<file path="config.mk">
export PLATFORM = sky130hd
export DESIGN_NAME = elevator_pixel_gen_flat
export DESIGN_NICKNAME = d
export VERILOG_FILES = /design/src/rtl/elevator_vga_pkg.sv /design/src/rtl/elevator_pixel_gen_if.sv /design/src/rtl/elevator_car_anim.sv /design/src/rtl/elevator_pixel_gen.sv /design/src/flat_wrapper.sv
export SDC_FILE = /design/constraint.sdc
export NUM_CORES = 1
export LEC_CHECK = 0
export ABC_AREA = 1
export ABC_CLOCK_PERIOD_IN_PS = 6200
export CORE_MARGIN = 2
export CORE_UTILIZATION = 58
export DETAILED_ROUTE_END_ITERATION = 7
export MAX_ROUTING_LAYER = met4
export PLACE_DENSITY = 0.91
export SYNTH_ARGS = -nofsm -noshare
export SYNTH_HDL_FRONTEND = slang
export SYNTH_SLANG_ARGS = --single-unit
</file>
<file path="constraint.sdc">
create_clock -name pixel_clk -period 6.2 [get_ports pixel_clk]
set_clock_uncertainty 0.2 [all_clocks]
set_input_delay 0.93 -clock pixel_clk [delete_from_list [all_inputs] [get_ports pixel_clk]]
set_output_delay 0.93 -clock pixel_clk [all_outputs]
set_load 0.02 [all_outputs]
</file>
<file path="src/rtl/elevator_vga_pkg.sv">
// Shared constants, types and helpers for the elevator shaft pixel generator.
// Geometry is fixed here so the car animator and the pixel pipeline agree on
// every row and column they compare against.
package elevator_vga_pkg;

  // 640x480 VGA timing (the counters come from the upstream timing controller)
  localparam int H_ACTIVE      = 640;
  localparam int H_FRONT_PORCH = 16;
  localparam int H_SYNC_PULSE  = 96;
  localparam int H_BACK_PORCH  = 48;
  localparam int H_TOTAL       = H_ACTIVE + H_FRONT_PORCH + H_SYNC_PULSE + H_BACK_PORCH;
  localparam int V_ACTIVE      = 480;
  localparam int V_FRONT_PORCH = 10;
  localparam int V_SYNC_PULSE  = 2;
  localparam int V_BACK_PORCH  = 33;
  localparam int V_TOTAL       = V_ACTIVE + V_FRONT_PORCH + V_SYNC_PULSE + V_BACK_PORCH;

  // Shaft geometry. NUM_FLOORS is limited to 4 by the 2-bit floor request.
  localparam int NUM_FLOORS = 4;
  localparam int FLOOR_H    = 120;
  localparam int SHAFT_X0   = 280;
  localparam int CAR_W      = 80;
  localparam int CAR_H      = 100;
  localparam int SLEW       = 1;
  localparam int DOOR_STEP  = 2;

  // Door gap is measured from the car centre outwards, so full open is half the width
  localparam int DOOR_FULL  = CAR_W / 2;
  localparam int CAR_CENTRE = SHAFT_X0 + CAR_W / 2;

  typedef enum logic [2:0] {
    IDLE    = 3'd0,
    MOVE    = 3'd1,
    OPENING = 3'd2,
    OPEN    = 3'd3,
    CLOSING = 3'd4
  } car_state_t;

  typedef struct packed {
    logic [3:0] red;
    logic [3:0] green;
    logic [3:0] blue;
  } rgb12_t;

  // Region flags captured by the first pixel pipeline stage
  typedef struct packed {
    logic active;
    logic in_shaft;
    logic in_car;
    logic in_gap;
    logic on_floor_line;
  } pix_flags_t;

  localparam rgb12_t COLOUR_BLACK = '{red: 4'h0, green: 4'h0, blue: 4'h0};
  localparam rgb12_t COLOUR_GAP   = '{red: 4'hF, green: 4'hC, blue: 4'h0};
  localparam rgb12_t COLOUR_DOOR  = '{red: 4'h8, green: 4'h8, blue: 4'h8};
  localparam rgb12_t COLOUR_FLOOR = '{red: 4'hF, green: 4'hF, blue: 4'hF};
  localparam rgb12_t COLOUR_SHAFT = '{red: 4'h0, green: 4'h0, blue: 4'h4};

  // Top line of the car when parked at floor f (floor 0 is the bottom of the screen);
  // the car is centred vertically inside its floor band.
  function automatic logic [9:0] floor_top(input int f);
    return 10'((NUM_FLOORS - 1 - f) * FLOOR_H + (FLOOR_H - CAR_H) / 2);
  endfunction

  // Colour priority: blanking, door gap, closed door, floor line, empty shaft
  function automatic rgb12_t pixel_colour(input pix_flags_t f);
    rgb12_t c;
    if (!f.active) begin
      c = COLOUR_BLACK;
    end else if (f.in_gap) begin
      c = COLOUR_GAP;
    end else if (f.in_car) begin
      c = COLOUR_DOOR;
    end else if (f.on_floor_line) begin
      c = COLOUR_FLOOR;
    end else if (f.in_shaft) begin
      c = COLOUR_SHAFT;
    end else begin
      c = COLOUR_BLACK;
    end
    return c;
  endfunction

endpackage

</file>
<file path="src/rtl/elevator_pixel_gen_if.sv">
// VGA-side bus of the pixel generator: timing controller counters/syncs in,
// RGB and re-aligned syncs out. The master is whatever drives the counters.
interface elevator_pixel_gen_if;

  logic [9:0] horiz_count;
  logic [9:0] vert_count;
  logic       hsync_in;
  logic       vsync_in;
  logic [3:0] red;
  logic [3:0] green;
  logic [3:0] blue;
  logic       hsync_out;
  logic       vsync_out;

  modport master (
    output horiz_count,
    output vert_count,
    output hsync_in,
    output vsync_in,
    input  red,
    input  green,
    input  blue,
    input  hsync_out,
    input  vsync_out
  );

  modport slave (
    input  horiz_count,
    input  vert_count,
    input  hsync_in,
    input  vsync_in,
    output red,
    output green,
    output blue,
    output hsync_out,
    output vsync_out
  );

endinterface

</file>
<file path="src/rtl/elevator_car_anim.sv">
// Car animator: one state update per frame tick. Moves the car one slew step
// toward the requested floor and sequences the doors when parked. The car only
// ever leaves IDLE toward MOVE, and IDLE is only re-entered with the doors shut,
// so the car cannot travel with a door gap.
module elevator_car_anim
  import elevator_vga_pkg::*;
(
  input  logic       pixel_clk,
  input  logic       reset_n,
  input  logic       i_tick,
  input  logic [1:0] i_sim_state,
  input  logic       i_door_req,
  output logic [8:0] o_car_y,
  output logic [9:0] o_door_gap,
  output logic       o_at_target
);

  localparam logic [9:0] GAP_FULL = 10'(DOOR_FULL);
  localparam logic [9:0] GAP_STEP = 10'(DOOR_STEP);
  localparam logic [8:0] SLEW_9   = 9'(SLEW);
  localparam logic [8:0] HOME_Y   = 9'(floor_top(0));

  car_state_t r_state;
  car_state_t w_state_next;
  logic [8:0] r_car_y;
  logic [8:0] w_car_y_next;
  logic [9:0] r_door_gap;
  logic [9:0] w_door_gap_next;
  logic       r_at_target;
  logic       w_at_target_next;

  // Parking rows per request code; codes beyond the last floor alias the top floor
  logic [9:0] w_floor_tops [4];

  for (genvar gi = 0; gi < 4; gi++) begin : g_floor_top
    if (gi < NUM_FLOORS) begin : g_real
      assign w_floor_tops[gi] = floor_top(gi);
    end else begin : g_alias
      assign w_floor_tops[gi] = floor_top(NUM_FLOORS - 1);
    end
  end

  logic [1:0] w_target;
  logic [9:0] w_dest;
  logic [9:0] w_car_y10;
  logic       w_at_dest;
  logic       w_dest_above;
  logic [8:0] w_dist;
  logic [8:0] w_step;
  logic [8:0] w_stepped_y;
  logic       w_stepped_done;
  logic [9:0] w_gap_opened;
  logic [9:0] w_gap_closed;

  assign w_target  = (int'(i_sim_state) >= NUM_FLOORS) ? 2'(NUM_FLOORS - 1) : i_sim_state;
  assign w_dest    = w_floor_tops[w_target];
  assign w_car_y10 = {1'b0, r_car_y};
  assign w_at_dest = (w_car_y10 == w_dest);

  // Upward travel means car_y decreases; step is min(SLEW, remaining distance)
  assign w_dest_above   = (w_dest < w_car_y10);
  assign w_dist         = w_dest_above ? (r_car_y - w_dest[8:0]) : (w_dest[8:0] - r_car_y);
  assign w_step         = (w_dist < SLEW_9) ? w_dist : SLEW_9;
  assign w_stepped_y    = w_dest_above ? (r_car_y - w_step) : (r_car_y + w_step);
  assign w_stepped_done = ({1'b0, w_stepped_y} == w_dest);

  // Door gap moves in fixed steps, saturating at fully open and at shut
  assign w_gap_opened = ((r_door_gap + GAP_STEP) >= GAP_FULL) ? GAP_FULL : (r_door_gap + GAP_STEP);
  assign w_gap_closed = (r_door_gap <= GAP_STEP) ? 10'd0 : (r_door_gap - GAP_STEP);

  // Next-state logic: every transition also applies its first step in the same tick
  always_comb begin
    w_state_next    = r_state;
    w_car_y_next    = r_car_y;
    w_door_gap_next = r_door_gap;
    if (i_tick) begin
      unique case (r_state)
        IDLE: begin
          if (!w_at_dest) begin
            w_car_y_next = w_stepped_y;
            w_state_next = w_stepped_done ? IDLE : MOVE;
          end else if (i_door_req) begin
            w_door_gap_next = w_gap_opened;
            w_state_next    = (w_gap_opened == GAP_FULL) ? OPEN : OPENING;
          end
        end
        MOVE: begin
          // A changed request simply changes w_dest, which retargets and may reverse
          w_car_y_next = w_stepped_y;
          w_state_next = w_stepped_done ? IDLE : MOVE;
        end
        OPENING: begin
          // A new floor request also aborts opening: the doors must shut before travel
          if (!i_door_req || !w_at_dest) begin
            w_door_gap_next = w_gap_closed;
            w_state_next    = (w_gap_closed == 10'd0) ? IDLE : CLOSING;
          end else begin
            w_door_gap_next = w_gap_opened;
            w_state_next    = (w_gap_opened == GAP_FULL) ? OPEN : OPENING;
          end
        end
        OPEN: begin
          if (!i_door_req || !w_at_dest) begin
            w_door_gap_next = w_gap_closed;
            w_state_next    = (w_gap_closed == 10'd0) ? IDLE : CLOSING;
          end
        end
        CLOSING: begin
          w_door_gap_next = w_gap_closed;
          w_state_next    = (w_gap_closed == 10'd0) ? IDLE : CLOSING;
        end
        default: begin
          w_state_next = IDLE;
        end
      endcase
    end
  end

  // Arrival flag follows the position being committed in the same tick
  assign w_at_target_next = i_tick ? ({1'b0, w_car_y_next} == w_dest) : r_at_target;

  // State and animation registers; reset parks the car at the bottom floor
  always_ff @(posedge pixel_clk) begin
    if (!reset_n) begin
      r_state     <= IDLE;
      r_car_y     <= HOME_Y;
      r_door_gap  <= 10'd0;
      r_at_target <= 1'b1;
    end else begin
      r_state     <= w_state_next;
      r_car_y     <= w_car_y_next;
      r_door_gap  <= w_door_gap_next;
      r_at_target <= w_at_target_next;
    end
  end

  assign o_car_y     = r_car_y;
  assign o_door_gap  = r_door_gap;
  assign o_at_target = r_at_target;

endmodule

</file>
<file path="src/rtl/elevator_pixel_gen.sv">
// Pixel generator for one elevator shaft, directly behind the VGA timing
// controller. Two-stage pipeline: region flags, then colour. Syncs travel
// through matching registers so they line up with the RGB they belong to.
module elevator_pixel_gen
  import elevator_vga_pkg::*;
(
  input  logic                 pixel_clk,
  input  logic                 reset_n,
  elevator_pixel_gen_if.slave  vga,
  input  logic [1:0]           sim_state,
  input  logic                 door_req,
  output logic [8:0]           car_y,
  output logic                 at_target
);

  localparam logic [9:0] L_H_ACTIVE = 10'(H_ACTIVE);
  localparam logic [9:0] L_V_ACTIVE = 10'(V_ACTIVE);
  localparam logic [9:0] L_SHAFT_L  = 10'(SHAFT_X0);
  localparam logic [9:0] L_SHAFT_R  = 10'(SHAFT_X0 + CAR_W);
  localparam logic [9:0] L_CENTRE   = 10'(CAR_CENTRE);
  localparam logic [9:0] L_CAR_H    = 10'(CAR_H);

  // ---------------- frame tick ----------------
  logic w_tick_match;
  logic r_tick_match;
  logic w_tick;

  assign w_tick_match = (vga.vert_count == L_V_ACTIVE) && (vga.horiz_count == 10'd0);
  // Only the first cycle of a match counts, even if the counters were to stall there
  assign w_tick       = w_tick_match && !r_tick_match;

  // Delayed match used to turn the counter compare into a single-cycle pulse
  always_ff @(posedge pixel_clk) begin
    if (!reset_n) begin
      r_tick_match <= 1'b0;
    end else begin
      r_tick_match <= w_tick_match;
    end
  end

  // ---------------- car animation ----------------
  logic [8:0] w_car_y;
  logic [9:0] w_door_gap;
  logic       w_at_target;

  elevator_car_anim u_car_anim (
    .pixel_clk   (pixel_clk),
    .reset_n     (reset_n),
    .i_tick      (w_tick),
    .i_sim_state (sim_state),
    .i_door_req  (door_req),
    .o_car_y     (w_car_y),
    .o_door_gap  (w_door_gap),
    .o_at_target (w_at_target)
  );

  assign car_y     = w_car_y;
  assign at_target = w_at_target;

  // ---------------- region decode ----------------
  logic [9:0]            w_car_y10;
  logic [9:0]            w_dx;
  logic [NUM_FLOORS-1:0] w_line_hit;
  pix_flags_t            w_flags;

  assign w_car_y10 = {1'b0, w_car_y};
  assign w_dx      = (vga.horiz_count >= L_CENTRE) ? (vga.horiz_count - L_CENTRE)
                                                   : (L_CENTRE - vga.horiz_count);

  // Floor separator rows sit on the last line of each floor band
  for (genvar gi = 0; gi < NUM_FLOORS; gi++) begin : g_floor_line
    assign w_line_hit[gi] = (vga.vert_count == 10'((gi + 1) * FLOOR_H - 1));
  end

  assign w_flags.active        = (vga.horiz_count < L_H_ACTIVE) && (vga.vert_count < L_V_ACTIVE);
  assign w_flags.in_shaft      = (vga.horiz_count >= L_SHAFT_L) && (vga.horiz_count < L_SHAFT_R);
  assign w_flags.in_car        = w_flags.in_shaft && (vga.vert_count >= w_car_y10)
                                 && (vga.vert_count < (w_car_y10 + L_CAR_H));
  assign w_flags.in_gap        = w_flags.in_car && (w_dx < w_door_gap);
  assign w_flags.on_floor_line = w_flags.in_shaft && (|w_line_hit);

  // ---------------- stage 1: region flags + syncs ----------------
  pix_flags_t r_s1_flags;
  logic       r_s1_hsync;
  logic       r_s1_vsync;

  // Capture the region flags alongside the syncs of the same pixel
  always_ff @(posedge pixel_clk) begin
    if (!reset_n) begin
      r_s1_flags <= '0;
      r_s1_hsync <= 1'b1;
      r_s1_vsync <= 1'b1;
    end else begin
      r_s1_flags <= w_flags;
      r_s1_hsync <= vga.hsync_in;
      r_s1_vsync <= vga.vsync_in;
    end
  end

  // ---------------- stage 2: colour + syncs ----------------
  rgb12_t r_s2_rgb;
  logic   r_s2_hsync;
  logic   r_s2_vsync;

  // Resolve colour priority and register it with the second sync delay
  always_ff @(posedge pixel_clk) begin
    if (!reset_n) begin
      r_s2_rgb   <= COLOUR_BLACK;
      r_s2_hsync <= 1'b1;
      r_s2_vsync <= 1'b1;
    end else begin
      r_s2_rgb   <= pixel_colour(r_s1_flags);
      r_s2_hsync <= r_s1_hsync;
      r_s2_vsync <= r_s1_vsync;
    end
  end

  assign vga.red       = r_s2_rgb.red;
  assign vga.green     = r_s2_rgb.green;
  assign vga.blue      = r_s2_rgb.blue;
  assign vga.hsync_out = r_s2_hsync;
  assign vga.vsync_out = r_s2_vsync;

endmodule

</file>
<file path="src/flat_wrapper.sv">
// flat-port wrapper written by rule: the top's interface ports become plain ports
module elevator_pixel_gen_flat import elevator_vga_pkg::*;
  (pixel_clk, reset_n, sim_state, door_req, car_y, at_target, vga_horiz_count, vga_vert_count, vga_hsync_in, vga_vsync_in, vga_red, vga_green, vga_blue, vga_hsync_out, vga_vsync_out);
  elevator_pixel_gen_if vga_i ();
  input  logic pixel_clk;
  input  logic reset_n;
  input  logic [1:0] sim_state;
  input  logic door_req;
  output logic [8:0] car_y;
  output logic at_target;
  input wire logic [$bits(vga_i.horiz_count)-1:0] vga_horiz_count;
  input wire logic [$bits(vga_i.vert_count)-1:0] vga_vert_count;
  input wire logic [$bits(vga_i.hsync_in)-1:0] vga_hsync_in;
  input wire logic [$bits(vga_i.vsync_in)-1:0] vga_vsync_in;
  output wire logic [$bits(vga_i.red)-1:0] vga_red;
  output wire logic [$bits(vga_i.green)-1:0] vga_green;
  output wire logic [$bits(vga_i.blue)-1:0] vga_blue;
  output wire logic [$bits(vga_i.hsync_out)-1:0] vga_hsync_out;
  output wire logic [$bits(vga_i.vsync_out)-1:0] vga_vsync_out;
  assign vga_i.horiz_count = vga_horiz_count;
  assign vga_i.vert_count = vga_vert_count;
  assign vga_i.hsync_in = vga_hsync_in;
  assign vga_i.vsync_in = vga_vsync_in;
  assign vga_red = vga_i.red;
  assign vga_green = vga_i.green;
  assign vga_blue = vga_i.blue;
  assign vga_hsync_out = vga_i.hsync_out;
  assign vga_vsync_out = vga_i.vsync_out;
  elevator_pixel_gen u_core (.pixel_clk(pixel_clk), .reset_n(reset_n), .vga(vga_i), .sim_state(sim_state), .door_req(door_req), .car_y(car_y), .at_target(at_target));
endmodule
</file>
==> reports/qor.csv <==
metric,value,unit
status,"complete, no violations",
register area share after synthesis,16.43,%
Slew @ Worst Pin,0.7494,ns
syn avg cell area,6.166,um^2
multi-input logic area,3284,um^2
Leakage,2.626,nW
postcts setup bufs,0,
ys async rst share,0,%
share of cells above drive strength 1,5.183,%
worst vdd ir,0.1310,mV
Clk pwr share,37.8,%
worst skew pair latency,0.31,ns
WHS,0.2190,ns
Root Driver,clkbuf_8,
H-tree level count,2,
fmax,0.1735,GHz
Die Width,93.35,um
final WL,13150,um
Post-Synth Adder-Cell Area,16.10,%
count of final hold-check violations,0,
Layout Cells excl Fill,893,
IO Pins,51,
Inst Count DP,885,
Synthesis Warnings,0,
Compound-Gate Fraction of Synth Area,14.86,%
crit path kind,input port to flip-flop,
ANT nets after route,0,
critical path launch point type,input port,
nets@finish,876,
CTS tree,done,
XOR/XNOR share of the synthesized area,4.539,%
Tcrit/Tclk final,92.94,%
Post-synth EDFFs,0,
n_diodes,0,
post-route design area,5294,um^2
area grow syn2layout,14.32,%
setup ws final,0.4379,ns
Sw Ratio,31.70,%
vias in the first global route,4973,
largest family of logic cells by synthesized area,simple AND/OR/NAND/NOR gates,
Clock transition at path regs,0.08,ns
Flop pwr share,34.9,%
HPWL after detailed placement,10420,um
PwrDens,133.7,nW/um^2
register area,760.7,um^2
post-CTS sizing,0,
CP Max Fanout,16,
Die Area,8714,um^2
Post-CTS Hold Fix Bufs,0,
Final GP Congestion,1.051,
register bit total from synthesis,38,
Via Count,5192,
Worst EP required,6.24,ns
Mapped Area,4631,um^2
Synth top area share,16.43,%
DRC errors left,0,
Synth top cells by count,"nand2_1, inv_1, nor2_1, ha_1, nand3_1",
post-synthesis mux area share,0.2162,%
vias per cell,5.814,
Max Root-Sink Buffers,2,
First DRT Iteration DRCs,430,
core area,7727,um^2
Final setup viols,0,
"count leader, synth",nand2_1,
placed inst area,5156,um^2
clock buffer count from CTS,5,
Synth Flop Type,dfxtp_1,
Fill cells,666,
synth unique cells,47,
crit end category,flip-flop,
# Max-Cap Violations,0,
Synth area leader,dfxtp_1,
pre-CTS setup slack,0.1876,ns
Max Transition Viols Final,0,
Period minus WS final,5.762,ns
Min-Delay Path Class,flip-flop to flip-flop,
relative slew slack,49.88,%
gr ovfl total,0,
DR pass1 iterations,6,
Vert. Die Dim,93.35,um
Std-Cell Rows,32,
I/O Buffers,50,
first-pass GRT wire length,21860,um
Switch Pwr,224.3,uW
largest net degree at the start of global routing,20,
Logic pwr share,27.4,%
Pint,483.2,uW
clk sinks,38,
simple-gate share of the synthesized area,35.13,%
Initial Util,59.93,%
unrepaired setup endpoints after global routing,false,
Mapped Cells,751,
R2R setup slack,1.28,ns
Wirelength per Cell,14.72,um
top area cells in the synthesized netlist,"dfxtp_1, ha_1, nand2_1",
Total GRT Usage,31.79,%
crit path DAT,5.80,ns
Fin Setup TNS,0,ns
initial antenna violation count,0,
Syn Nets,837,
[layer usage]
| metal | share of wire, % | vias to the layer above | GRT usage [%] | wire length [um] |
|---|---|---|---|---|
| met4 | 4.7 | 0 | 17.03 | 614 |
| met1 | 39 | 2319 | 34.47 | 5090 |
| met3 | 6.6 | 70 | 5.721 | 866 |
| li1 | - | 2539 | - | - |
| met2 | 50 | 264 | 55.16 | 6576 |
| met5 | 0 | - | - | 0 |
[power by group through the flow]
| stage | sequential, mW | clock (mW) | combinational [mW] |
|---|---|---|---|
| final | 0.247 | 0.267 | 0.194 |
| after global routing | 0.247 | 0.276 | 0.216 |
| after CTS | 0.247 | 0.268 | 0.189 |
| after detailed placement | 0.253 | 0 | 0.188 |
| after global placement | 0.252 | 0 | 0.179 |
| after floorplan | 0.253 | 0 | 0.131 |
[flip-flops by register name (all words and copies together), names as in the netlist, 2 cells and up]
name                          cells
u_core.u_car_anim.r_state         3
u_core.r_s1_flags                 5
u_core.vga.green                  2
u_core.u_car_anim.o_car_y         9
u_core.vga.blue                   3
u_core.u_car_anim.o_door_gap     10
[placed cells by master (no fill, tap or decap), types with 5 or more instances in the layout]
master	netlist	layout
ha_1	58	58
clkbuf_8	0	5
o211ai_1	11	11
xor2_1	21	21
nor2_2	6	6
nand4_1	21	21
nor3_1	17	17
o21ai_0	29	29
clkdlybuf4s50_1	0	50
o21ai_1	10	10
nand2_2	5	5
nand3_1	52	52
inv_1	118	118
or2_2	7	7
a21oi_1	45	45
nor2_1	68	68
dfxtp_1	38	38
inv_2	6	6
nand2_1	174	174
[final timing paths]
kind	startpoint	end	depth (start not counted)
hold / removal	u_core.r_s1_vsync	u_core.vga.vsync_out	1
hold reg to reg	u_core.r_s1_vsync	u_core.vga.vsync_out	1
setup reg to reg	u_core.u_car_anim.o_car_y[4]	u_core.u_car_anim.o_at_target	25
setup / recovery	sim_state[0]	u_core.u_car_anim.o_at_target	25
[worst max-delay path, cell delays in order]
cell and delay (ns):
clkdlybuf4s50_1 0.51, inv_1 0.12, ha_1 0.37, ha_1 0.38
nand2_1 0.10, nand2_1 0.07, a21oi_1 0.29, nand3_4 0.22
o21ai_0 0.29, nand4_1 0.15, nor3_1 0.21, ha_1 0.29
nor2_1 0.07, ha_1 0.37, a21oi_1 0.16, nand2_1 0.11
xnor2_1 0.28, nand4_1 0.24, nand3_1 0.12, nand2_1 0.07
nor2_1 0.11, nand2_1 0.05, nor2_1 0.08, nand4_1 0.10
o21ai_1 0.12
[cell families (layout without fill, tap and decap cells)]
logic type	count (synthesis)	in the layout
muxes	1	1
DFF	38	38
AOI/OAI and AO/OA	119	119
buffers and inverters	145	185
and+or+nand+nor	364	364
adders and majority gates	59	59
other	1	1
xor gates and xnor gates	24	24
[through the flow]
step           power, mW  util [%]
6_report          0.7076     68.51
5_1_grt           0.7392     68.51
4_1_cts           0.7040     68.51
3_5_place_dp      0.4401     66.73
3_3_place_gp      0.4317     66.73
2_1_floorplan     0.3840         -
[area by class of cell]
type | instances | share of cell area [%]
Tap cell | 102 | 2.411
Clock inverter | 3 | 1.300
Timing Repair Buffer | 51 | 9.596
Multi-Input combinational cell | 568 | 62.04
Inverter | 126 | 8.981
Clock buffer | 5 | 1.300
Sequential cell | 38 | 14.37
Note: power is estimated with default switching activity, not from simulation.
